$ cat src/rtl/imem_loader_pkg.sv
// rtl/imem_loader_pkg.sv - shared instruction types and loader state/error encodings
package imem_loader_pkg;

  typedef logic [3:0] opcode_t;
  typedef logic [3:0] bmask_t;
  typedef logic [7:0] addr_t;

  typedef struct packed {
    opcode_t opcode;
    bmask_t  bmask;
    addr_t   addr1;
    addr_t   addr2;
  } instr_t;

  typedef enum logic [3:0] {
    S_IDLE,
    S_LEN,
    S_B2,
    S_B1,
    S_B0,
    S_WR,
    S_CSUM,
    S_DONE,
    S_ERR
  } loader_state_t;

  typedef enum logic [1:0] {
    le_none,
    le_csum,
    le_opcode
  } loader_err_t;

  // Opcodes 4'b1011..4'b1110 are unassigned; the decoder uses the same rule.
  function automatic bit opcode_legal(opcode_t op);
    return !((op >= 4'b1011) && (op <= 4'b1110));
  endfunction

endpackage

$ cat src/rtl/loader_xor_acc.sv
// rtl/loader_xor_acc.sv - 8-bit XOR accumulator with synchronous clear
module loader_xor_acc (
  input  logic       clk,
  input  logic       rst_n,
  input  logic       i_clr,
  input  logic       i_en,
  input  logic [7:0] i_data,
  output logic [7:0] o_acc
);

  always_ff @(posedge clk or negedge rst_n) begin
    if (!rst_n) begin
      o_acc <= 8'd0;
    end else if (i_clr) begin
      o_acc <= 8'd0;
    end else if (i_en) begin
      o_acc <= o_acc ^ i_data;
    end
  end

endmodule

$ cat src/rtl/imem_loader.sv
// rtl/imem_loader.sv - length-prefixed, checksummed byte-stream loader into instruction memory
module imem_loader
  import imem_loader_pkg::*;
#(
  parameter bit                CHECK_OPCODE = 1'b1,
  parameter int                ADDR_W       = 8,
  parameter logic [ADDR_W-1:0] START_ADDR   = '0
) (
  input  logic              clk,
  input  logic              rst_n,
  input  logic              start,
  input  logic [7:0]        s_data,
  input  logic              s_valid,
  output logic              s_ready,
  output logic              imem_we,
  output logic [ADDR_W-1:0] imem_addr,
  output logic [23:0]       imem_wdata,
  output logic              busy,
  output logic              done,
  output logic              err,
  output logic [1:0]        err_code,
  output logic              core_hold
);

  loader_state_t r_state;
  loader_err_t   r_err_code;
  logic [15:0]   r_hi;
  logic [8:0]    r_cnt;

  logic          w_xfer;
  logic          w_idle;
  logic          w_acc_clr;
  logic          w_acc_en;
  logic [7:0]    w_acc;
  instr_t        w_full_word;

  assign w_xfer      = s_valid & s_ready;
  assign w_idle      = (r_state == S_IDLE) || (r_state == S_DONE) || (r_state == S_ERR);
  assign w_acc_clr   = start & w_idle;
  assign w_acc_en    = w_xfer & (r_state != S_CSUM);
  assign w_full_word = instr_t'({r_hi, s_data});
  assign err_code    = r_err_code;

  loader_xor_acc u_xor_acc (
    .clk    (clk),
    .rst_n  (rst_n),
    .i_clr  (w_acc_clr),
    .i_en   (w_acc_en),
    .i_data (s_data),
    .o_acc  (w_acc)
  );

  always_ff @(posedge clk or negedge rst_n) begin
    if (!rst_n) begin
      r_state    <= S_IDLE;
      r_err_code <= le_none;
      r_hi       <= 16'd0;
      r_cnt      <= 9'd0;
      s_ready    <= 1'b0;
      imem_we    <= 1'b0;
      imem_addr  <= START_ADDR;
      imem_wdata <= 24'd0;
      busy       <= 1'b0;
      done       <= 1'b0;
      err        <= 1'b0;
      core_hold  <= 1'b1;
    end else begin
      imem_we <= 1'b0;
      unique case (r_state)
        S_IDLE, S_DONE, S_ERR: begin
          if (start) begin
            r_state    <= S_LEN;
            s_ready    <= 1'b1;
            busy       <= 1'b1;
            core_hold  <= 1'b1;
            done       <= 1'b0;
            err        <= 1'b0;
            r_err_code <= le_none;
            r_cnt      <= 9'd0;
            imem_addr  <= START_ADDR;
          end
        end
        S_LEN: begin
          if (w_xfer) begin
            r_cnt   <= (s_data == 8'd0) ? 9'd256 : {1'b0, s_data};
            r_state <= S_B2;
          end
        end
        S_B2: begin
          if (w_xfer) begin
            if (CHECK_OPCODE && !opcode_legal(opcode_t'(s_data[7:4]))) begin
              r_state    <= S_ERR;
              s_ready    <= 1'b0;
              busy       <= 1'b0;
              err        <= 1'b1;
              r_err_code <= le_opcode;
            end else begin
              r_hi[15:8] <= s_data;
              r_state    <= S_B1;
            end
          end
        end
        S_B1: begin
          if (w_xfer) begin
            r_hi[7:0] <= s_data;
            r_state   <= S_B0;
          end
        end
        S_B0: begin
          if (w_xfer) begin
            imem_we    <= 1'b1;
            imem_wdata <= w_full_word;
            s_ready    <= 1'b0;
            r_state    <= S_WR;
          end
        end
        // The write strobe is up during this cycle; advance address and count behind it.
        S_WR: begin
          imem_addr <= imem_addr + ADDR_W'(1);
          r_cnt     <= r_cnt - 9'd1;
          s_ready   <= 1'b1;
          r_state   <= (r_cnt == 9'd1) ? S_CSUM : S_B2;
        end
        S_CSUM: begin
          if (w_xfer) begin
            s_ready <= 1'b0;
            busy    <= 1'b0;
            if (s_data == w_acc) begin
              r_state   <= S_DONE;
              done      <= 1'b1;
              core_hold <= 1'b0;
            end else begin
              r_state    <= S_ERR;
              err        <= 1'b1;
              r_err_code <= le_csum;
            end
          end
        end
        default: begin
          r_state <= S_IDLE;
          s_ready <= 1'b0;
          busy    <= 1'b0;
        end
      endcase
    end
  end

endmodule
$ cat config.mk
export PLATFORM = sky130hd
export DESIGN_NAME = imem_loader
export DESIGN_NICKNAME = d
export VERILOG_FILES = /design/src/rtl/imem_loader_pkg.sv /design/src/rtl/loader_xor_acc.sv /design/src/rtl/imem_loader.sv
export SDC_FILE = /design/constraint.sdc
export NUM_CORES = 1
export LEC_CHECK = 0
export BUFFER_PORTS_ARGS = -buffer_cell sky130_fd_sc_hd__buf_4
export CORE_ASPECT_RATIO = 0.7
export CORE_MARGIN = 1.5
export CORE_UTILIZATION = 50
export CTS_BUF_LIST = sky130_fd_sc_hd__clkbuf_4
export CTS_CLUSTER_SIZE = 16
export DETAILED_ROUTE_END_ITERATION = 6
export PLACE_DENSITY = 0.82
export RECOVER_POWER = 100
export SLEW_MARGIN = 10
export SYNTH_ARGS = -nofsm -noshare
export SYNTH_HDL_FRONTEND = slang
export SYNTH_HIERARCHICAL = 1
export SYNTH_SLANG_ARGS = --single-unit
$ cat constraint.sdc
create_clock -name clk -period 3.6 [get_ports clk]
set_input_delay 0.54 -clock clk [delete_from_list [all_inputs] [get_ports clk]]
set_output_delay 0.54 -clock clk [all_outputs]
set_load 0.005 [all_outputs]
==> results of run 1 <==
## power by group through the flow
stage / combinational [mW] / sequential [mW] / clock [mW]
floorplan: 0.944 / 1.40 / 0
global placement: 1.28 / 1.49 / 0
detailed placement: 1.32 / 1.51 / 0
CTS: 1.32 / 1.49 / 0.683
global route: 1.45 / 1.54 / 0.714
finish: 1.28 / 1.49 / 0.667
## metal layers
layer,vias to the layer above,track usage (%)
met2,111,36.2
met1,1437,33.1
li1,1427,-
met5,-,0
met3,20,5.82
met4,0,8.30
## worst paths after layout
kind / endpoint / cells after the start
worst max-delay path: r_hi[15] / 4
worst min-delay path: r_hi[3] / 2
worst max register to register: r_hi[15] / 4
worst min register to register: imem_wdata[23] / 2
max in group asynchronous: r_cnt[2] / 1
min in group asynchronous: r_hi[0] / 1
## worst max-delay path: cells and delay by family, from the launching register on
kind | cells | cell delay (ns)
flops | 1 | 0.62
simple gates | 2 | 1.13
mux | 1 | 0.39
compound gates | 1 | 0.65
## sequential cells by signal, summed over array words and instances (netlist names)
| signal | count |
|---|---|
| imem_addr | 8 |
| err | 1 |
| imem_wdata | 24 |
| done | 1 |
| s_ready | 1 |
| r_state | 4 |
| r_cnt | 9 |
| imem_we | 1 |
| u_xor_acc/o_acc | 8 |
| busy | 1 |
| err_code | 2 |
| core_hold | 1 |
| r_hi | 16 |
## cells by family after synthesis
logic type	share of synthesized area [%]
simple gates	19.7
flops	50.8
fa+ha+maj	0.990
mux	7.68
buf+inv	3.83
compound gates	14.9
xor+xnor	2.08
## cell usage after synthesis, drive strengths merged, types with 2 or more instances
cell type | instances | area share [%]
mux2 | 25 | 7.4
and3 | 2 | 0.33
clkbuf | 10 | 0.99
a32oi | 3 | 0.69
nor2 | 25 | 2.5
nor4 | 6 | 0.99
a31oi | 4 | 0.66
and2 | 2 | 0.33
buf | 13 | 2.0
or2 | 3 | 0.49
nand4 | 4 | 0.66
o31ai | 2 | 0.40
nand3 | 4 | 0.53
a21oi | 22 | 2.9
nand2b | 7 | 1.2
o21ai | 34 | 4.6
nor2b | 2 | 0.33
dfrtp | 76 | 50
nand3b | 10 | 2.0
nor3 | 10 | 1.5
nand2 | 67 | 6.7
xnor2 | 9 | 2.1
ha | 3 | 0.99
a211oi | 2 | 0.73
a22oi | 4 | 0.79
or4b | 2 | 0.63
inv | 7 | 0.69
or4 | 2 | 0.40
or3 | 2 | 0.33
a21bo | 9 | 2.4
o211ai | 2 | 0.40
## final cells by class
class                   instances  area [um2]
inverters                       8        30.0
clock inverters                 6         111
well taps                      98         123
fillers                       617        2980
flip-flops and latches         77        1930
repair buffers                 52         380
clock buffers                  10        75.1
multi-input cells             278        1690
## per-stage QoR
stage	utilization [%]	hold slack (ns)	worst slack, ns	std cells
5_1_grt	59.3	0.406	0.503	529
2_1_floorplan	-	0.244	1.65	386
3_5_place_dp	57.3	0.449	0.922	513
3_3_place_gp	57.3	0.440	1.08	513
6_report	59.3	0.424	0.712	529
4_1_cts	59.8	0.267	0.989	529
==> results.md, run 1 <==
- Synth async-reset ratio: 100%
- CTS Buf Count: 9
- Core Region: 7320 um2
- Clock Path Buffers: 2
- Final Wtd Congestion: 0.888
- Pwr dens: roughly 790 nW/um2
- Final wirelength: 8.70 mm
- Hold Startpoint: s_data[3]
- Clock sinks: a little under 80
- Count of input and output buffers: 51
- Synthesis Warnings: 6
- Die ar.: 8130 um2
- Peak Freq: 346 MHz
- Largest stage delay, worst path: 0.66 ns
- Register area share after synthesis: between 50 and 60%
- CTS H-tree depth: 3
- Internal power: 2.18 mW
- Final nets: 441
- WL/cell: about 16 um
- Met2 WL: 3.97 mm
- Share of layout cells above drive strength 1: 23.7%
- Avg Inst Size Synth: ~9.8 um2
- Most common cell after layout, fill and taps aside: dfrtp_1
- Setup TNS: 0 ns
- Wire length on met1: between 4 and 5 mm
- R2r startpoint: r_state[2]
- Worst-skew pair later-pin latency: 0.44 ns
- Final ANT Viol Nets: 0
- GRT Total Usage: 23.6%
- Initial detailed-routing violation count: 384
- Combinational Power Share: between 30% and 40%
- Synth Instances: 386
- Top layer in use: met4
- Kind of critical path: reg2reg
- Post-DP Area: approximately 4200 um2
- Vias per std cell: between 5 and 6
- Global-route wire length before repair: 14.5 mm
- Max cap viols: 1
- Crit-path slowest cell: or4b_1
- Worst hold path type: in2reg
- CTS clock-pin slew for the worst setup and hold paths: 0.13 ns
- P_leak: 2.06 nW
- N_diodes: 0
- Worst path required time: 3.93 ns
- Reg-to-reg slack, setup: 0.71 ns
- DP HPWL: 5.90 mm
- CP Capture Type: flop
- Worst setup startpoint: r_state[2]
- GR Overflow Total: 0
- Pins over their slew limit: 78
- Largest net degree at the start of global routing: 78
- Worst Skew: between 0.01 and 0.015 ns
- CTS tree: yes
- Most frequent cells in the layout: dfrtp_1 (76), nand2_1 (67), clkbuf_4 (47)
- Area grow syn2layout: 14.4%
- Worst relative slew slack: -27.4%
- Maximum vdd drop: 0.375 mV
- Post-synth EDFFs: 0
- Clock power frac: around a fifth
- Crit-path cells: or4b_1 > a211oi_1 > nand2_1 > mux2_2
- Slew @ Worst Pin: about 1.9 ns
- Vert. Die Dim: roughly 76 um
- Initial antenna violation count: 0
- Crit-path max FO: 24
- Vias in the first global route: 2,888
- Cts-stage hold buffer count: 0
- Net load switching power: about 1.3 mW
- RSZ-0062 raised after global routing: false
- Syn nets: 401
- Setup-failing EPs final: 0
- Run status: finished with violations
- Startpoint types: flop
- Tcrit/Tclk final: 80.2%
- # resized after CTS: 0
- Final hold vios: 0
- Worst EP arrival: 3.22 ns
- Die Wd: around 110 um
- Fin area: approximately 4300 um2
- Met3 WL: 547 um
- Sw frac: between 30% and 40%
- Starting Density: 51.8%
- Post-layout minimum cycle time: 2.89 ns
- # rows: 26
- Sequential Power Share: between 40% and 50%
- Ports: 52
- Top FF cell, synth: dfrtp_1
- Routed vias: 2,995
- Pre-antenna DRT Iters: 5
- # DRC: 0
- Number of synthesized register bits: between 70 and 80
- Failing checks: capacitance limit, slew limit
- Setup bufs post-CTS: 0
- Yosys cell types: 53
- Tot Pwr: 3.44 mW
- Clk root buf: clkbuf_4
- Post-Syn Area: between 3000 and 4000 um2
Power figures use the tool's default switching activity.
==> run 2, diff against run 1 <==
- clock period: 3.6 -> 2.8 ns (I/O delays scaled with it)
==> run 2 against run 1 <==
Effect of this change:
- the run still ends with capacitance limit, slew limit left
- non-clock buffer count up 6
- utilization rose by 0.36 points
- critical path depth up 1
- die area unchanged
- wire length decreased by 1.3%
- register-to-register slack lost 0.19 ns
- flip-flop and latch count stayed put
- worst setup slack worse by 0.19 ns
- worst hold slack got worse by 0.11 ns
- critical endpoint is now err_code[1]
- largest cell class unchanged
- highest routed layer unchanged
==> results.md, run 2 (synthesis gave the netlist of run 1 again) <==
- Run status: finished with violations
- Failing checks: capacitance limit, slew limit
- GR Overflow Total: 0
- Final wirelength: 8.58 mm
- Share of layout cells above drive strength 1: around a quarter
- Hold Startpoint: s_data[3]
- Max FFs per register: 24
- CTS Buf Count: 9
- Most frequent cells in the layout: dfrtp_1 (76), nand2_1 (67), clkbuf_4 (46)
- Bufs and invs on worst path: 0
- Worst setup startpoint: r_state[1]
- Crit-path max FO: 19
- Ports: 52
- Pre-antenna DRT Iters: 5
- Final ANT Viol Nets: 0
- Max cap viols: 1
- Most common cell after layout, fill and taps aside: dfrtp_1
- Clk root buf: clkbuf_4
- Hold WS: 0.315 ns
- Vias in the first global route: 2,882
- Startpoint types: flop
- Vias per std cell: ~5.7
- P_leak: a little over 2 nW
- Crit-path slowest cell: dfrtp_1
- Routed vias: 3,076
- Biggest regs: imem_wdata x24, r_hi x16, r_cnt x9
- Setup bufs post-CTS: 0
- Sw frac: a little under two fifths
- Worst-skew pair later-pin latency: between 0.4 and 0.5 ns
- Setup-failing EPs final: 0
- Starting Density: between 50% and 60%
- Final nets: ~450
- CTS tree: yes
- Count of input and output buffers: between 50 and 60
- Tcrit/Tclk final: 81.5%
- Die Wd: 107 um
- Clock power frac: between 15 and 20%
- GRT Total Usage: a little under a quarter
- Crit-path cells: or4b_1 > a211oi_4 > nor4_1 > o21ai_0 > mux2_2
- Clock Path Buffers: 2
- Cts-stage hold buffer count: 0
- Internal power: 2.75 mW
- Net load switching power: 1.65 mW
- Initial detailed-routing violation count: between 300 and 400
- Largest net degree at the start of global routing: 78
- Peak Freq: between 400 and 500 MHz
- RSZ-0062 raised after global routing: false
- R2r startpoint: r_state[1]
- Global-route wire length before repair: around 14 mm
- Pins over their slew limit: 78
- Top Family by Delay on Critical Path: flip-flops
- Clock sinks: 77
- Slew @ Worst Pin: 1.90 ns
- Post-layout minimum cycle time: 2.28 ns
- Initial antenna violation count: 0
- Setup TNS: 0 ns
- CP Capture Type: flop
- Area grow syn2layout: 15.1%
- Combinational Power Share: 38.5%
- Tot Pwr: 4.39 mW
- Worst EP arrival: around 2.6 ns
- Pwr dens: 1010 nW/um2
- # rows: 26
- Final core area utilization: 59.7%
- Sequential Power Share: 43.3%
- N_diodes: 0
- Final hold vios: 0
- DP HPWL: 5.94 mm
- Kind of critical path: reg2reg
- # resized after CTS: 0
- Vert. Die Dim: 75.9 um
- Worst hold path type: in2reg
- CTS clock-pin slew for the worst setup and hold paths: 0.14 ns
- Reg-to-reg slack, setup: 0.52 ns
- CTS H-tree depth: 3
- Die ar.: 8130 um2
- Largest stage delay, worst path: 0.68 ns
- Most flops, register: imem_wdata
- Worst Skew: 0.0204 ns
- Maximum vdd drop: 0.456 mV
- Worst path required time: 3.13 ns
- WL/cell: ~16 um
- Core Region: about 7300 um2
- Worst relative slew slack: -26.6%
- Final Wtd Congestion: 0.894
- # DRC: 0
==> run 2: cell type report <==
| type | instances | area (um2) |
|---|---|---|
| clock inverter | 7 | 103 |
| timing repair buffer | 58 | 410 |
| multi-input combinational | 278 | 1710 |
| inverter | 8 | 30.0 |
| fill | 622 | 2950 |
| clock buffer | 9 | 67.6 |
| sequential | 77 | 1930 |
| tap | 98 | 123 |
==> run 2: worst register-to-register path, stage by stage, from the launching register on <==
cell,delay [ns]
dfrtp_1,0.68
or4b_1,0.55
a211oi_4,0.27
nor4_1,0.13
o21ai_0,0.18
mux2_2,0.39
==> run 2: layer usage <==
layer / track usage [%] / vias to the layer above / routed length (um)
met5: 0 / - / 0
met4: 4.15 / 0 / 54
met3: 6.50 / 9 / 621
met2: 37.4 / 109 / 3990
met1: 32.3 / 1519 / 3910
li1: - / 1439 / -
==> run 2: metrics by stage <==
stage	worst slack, ns	cell area [um2]	std cells
3_5_place_dp	0.618	4240	519
6_report	0.517	4370	535
3_3_place_gp	0.702	4240	519
4_1_cts	0.624	4410	535
5_1_grt	0.299	4370	535
2_1_floorplan	0.942	3790	386
==> run 2: worst paths after layout <==
| check | endpoint | cells past startpoint |
|---|---|---|
| worst max-delay path | err_code[1] | 5 |
| worst min-delay path | r_hi[11] | 2 |
| worst max register to register | err_code[1] | 5 |
| worst min register to register | imem_wdata[10] | 2 |
| max in group asynchronous | u_xor_acc/o_acc[7] | 1 |
| min in group asynchronous | busy | 1 |
==> run 2: power by group through the flow <==
| stage | logic [mW] | clock network, mW | registers [mW] |
|---|---|---|---|
| global route | 1.89 | 0.878 | 1.97 |
| detailed placement | 1.74 | 0 | 1.92 |
| global placement | 1.68 | 0 | 1.90 |
| floorplan | 1.21 | 0 | 1.79 |
| finish | 1.69 | 0.798 | 1.90 |
| CTS | 1.75 | 0.817 | 1.90 |
==> run 3, diff against run 2 <==
- PLACE_DENSITY: 0.82 -> 0.85
- clock period: 2.8 -> 2.05 ns (I/O delays scaled with it)
==> run 3 against run 2 <==
Effect of this change:
- the flow now finishes without violations
- utilization grew 1.2 points
- cell count grew 2.4%
- clock power grew 7.6%
- non-clock buffer count grew 13
- combinational power grew 51%
- highest routed layer unchanged
- first-iteration DRC count shrank 26%
- critical endpoint unchanged
- flip-flop and latch count is the same
==> results.md, run 3 (synthesis gave the netlist of run 1 again) <==
- Crit-path max FO: 6
- CP Capture Type: flop
- Worst-skew pair later-pin latency: 0.44 ns
- Area grow syn2layout: 17.4%
- Slew @ Worst Pin: 0.999 ns
- N_diodes: 0
- Routed vias: 3,128
- GR Overflow Total: 0
- Combinational Power Share: 43.0%
- Final hold vios: 0
- Clock Path Buffers: 2
- Initial antenna violation count: 0
- Clock power frac: 14.5%
- Clock sinks: 77
- Pins over their slew limit: 0
- Most common cell after layout, fill and taps aside: dfrtp_1
- Top Family by Delay on Critical Path: simple AND/OR/NAND/NOR gates
- Final wirelength: 8.75 mm
- Count of input and output buffers: 51
- WL/cell: 16.0 um
- Core Region: 7320 um2
- Worst hold path type: in2reg
- Global-route wire length before repair: 14.6 mm
- Vert. Die Dim: about 76 um
- Kind of critical path: reg2reg
- # rows: 26
- Die ar.: 8130 um2
- Crit-path slowest cell: or4b_1
- CTS tree: yes
- Reg-to-reg slack, setup: just under 0.07 ns
- Clk root buf: clkbuf_4
- Final core area utilization: 60.8%
- Worst Skew: about 0.013 ns
- Internal power: between 3 and 4 mW
- Most flops, register: imem_wdata
- Pre-antenna DRT Iters: 5
- Vias in the first global route: 2,949
- Vias per std cell: approximately 5.7
- RSZ-0062 raised after global routing: false
- Post-layout minimum cycle time: 1.98 ns
- Setup TNS: 0 ns
- CTS Buf Count: 9
- CTS clock-pin slew for the worst setup and hold paths: 0.14 ns
- Largest net degree at the start of global routing: 42
- Final nets: 460
- Peak Freq: 505 MHz
- DP HPWL: between 6 and 7 mm
- Worst path required time: ~2.4 ns
- Max cap viols: 0
- # DRC: 0
- CTS H-tree depth: 3
- Worst relative slew slack: about a third
- Sequential Power Share: 42.5%
- Worst EP arrival: 2.32 ns
- Setup bufs post-CTS: 0
- GRT Total Usage: a little under a quarter
- Largest stage delay, worst path: ~0.6 ns
- Final Wtd Congestion: 0.870
- Net load switching power: 2.30 mW
- Biggest regs: imem_wdata x24, r_hi x16, r_cnt x9
- Run status: finished clean
- Setup-failing EPs final: 0
- Starting Density: 51.8%
- Crit-path cells: or4b_1 > a211oi_4 > nor4_1 > o21ai_2 > mux2_2
- Sw frac: 38.8%
- Max FFs per register: 24
- Startpoint types: flop
- Die Wd: 107 um
- Most frequent cells in the layout: dfrtp_1 (74), nand2_1 (65), clkbuf_4 (47)
- Tcrit/Tclk final: 96.6%
- Pwr dens: 1330 nW/um2
- P_leak: 2.10 nW
- Initial detailed-routing violation count: 240
- Share of layout cells above drive strength 1: 27.8%
- Ports: 52
- Maximum vdd drop: 0.665 mV
- Bufs and invs on worst path: 0
- Final ANT Viol Nets: 0
run 3: per-stage QoR:
stage | setup WS [ns] | area (um2) | hold WS [ns] | cells | power [mW]
finish | 0.0691 | 4450 | 0.192 | 548 | 5.93
global route | 0.00733 | 4450 | 0.170 | 548 | 6.39
CTS | 0.110 | 4480 | 0.163 | 548 | 6.01
detailed placement | 0.112 | 4340 | 0.313 | 531 | 5.14
global placement | 0.140 | 4340 | 0.313 | 531 | 5.03
floorplan | 0.192 | 3790 | 0.0119 | 386 | 4.11
run 3: worst paths after layout:
check	from	to	cells after the start
worst max-delay path	r_state[2]	err_code[1]	5
worst min-delay path	s_data[3]	imem_wdata[3]	2
worst max register to register	r_state[2]	err_code[1]	5
worst min register to register	r_hi[4]	imem_wdata[12]	2
max in group asynchronous	rst_n	r_cnt[2]	3
min in group asynchronous	rst_n	r_state[0]	2
run 3: cell type report:
class / instances / area, um2
Fill cell: 638 / 2870
Sequential cell: 77 / 1930
Multi-Input combinational cell: 278 / 1720
Timing Repair Buffer: 71 / 519
Tap cell: 98 / 123
Clock buffer: 9 / 67.6
Clock inverter: 7 / 58.8
Inverter: 8 / 33.8
run 3: power by group through the flow:
stage | logic, mW | clock network (mW) | registers [mW]
floorplan | 1.66 | 0 | 2.45
global placement | 2.51 | 0 | 2.52
detailed placement | 2.59 | 0 | 2.55
CTS | 2.60 | 0.885 | 2.52
global route | 2.84 | 0.957 | 2.59
finish | 2.55 | 0.859 | 2.52
run 3: timing repair:
action	4_1_cts	5_1_grt
gates resized for setup	0	5
endpoints found under the setup margin	0	19
hold buffers	1	0
hold endpoints to repair	37	0
run 3: layer usage:
layer  global-route usage, %  up-vias  wire length [um]
li1                        -     1476                 -
met3                    4.96       14               592
met2                    37.2      115              3960
met1                    33.4     1523              4110
met4                    6.67        0                88
met5                       0        -                 0
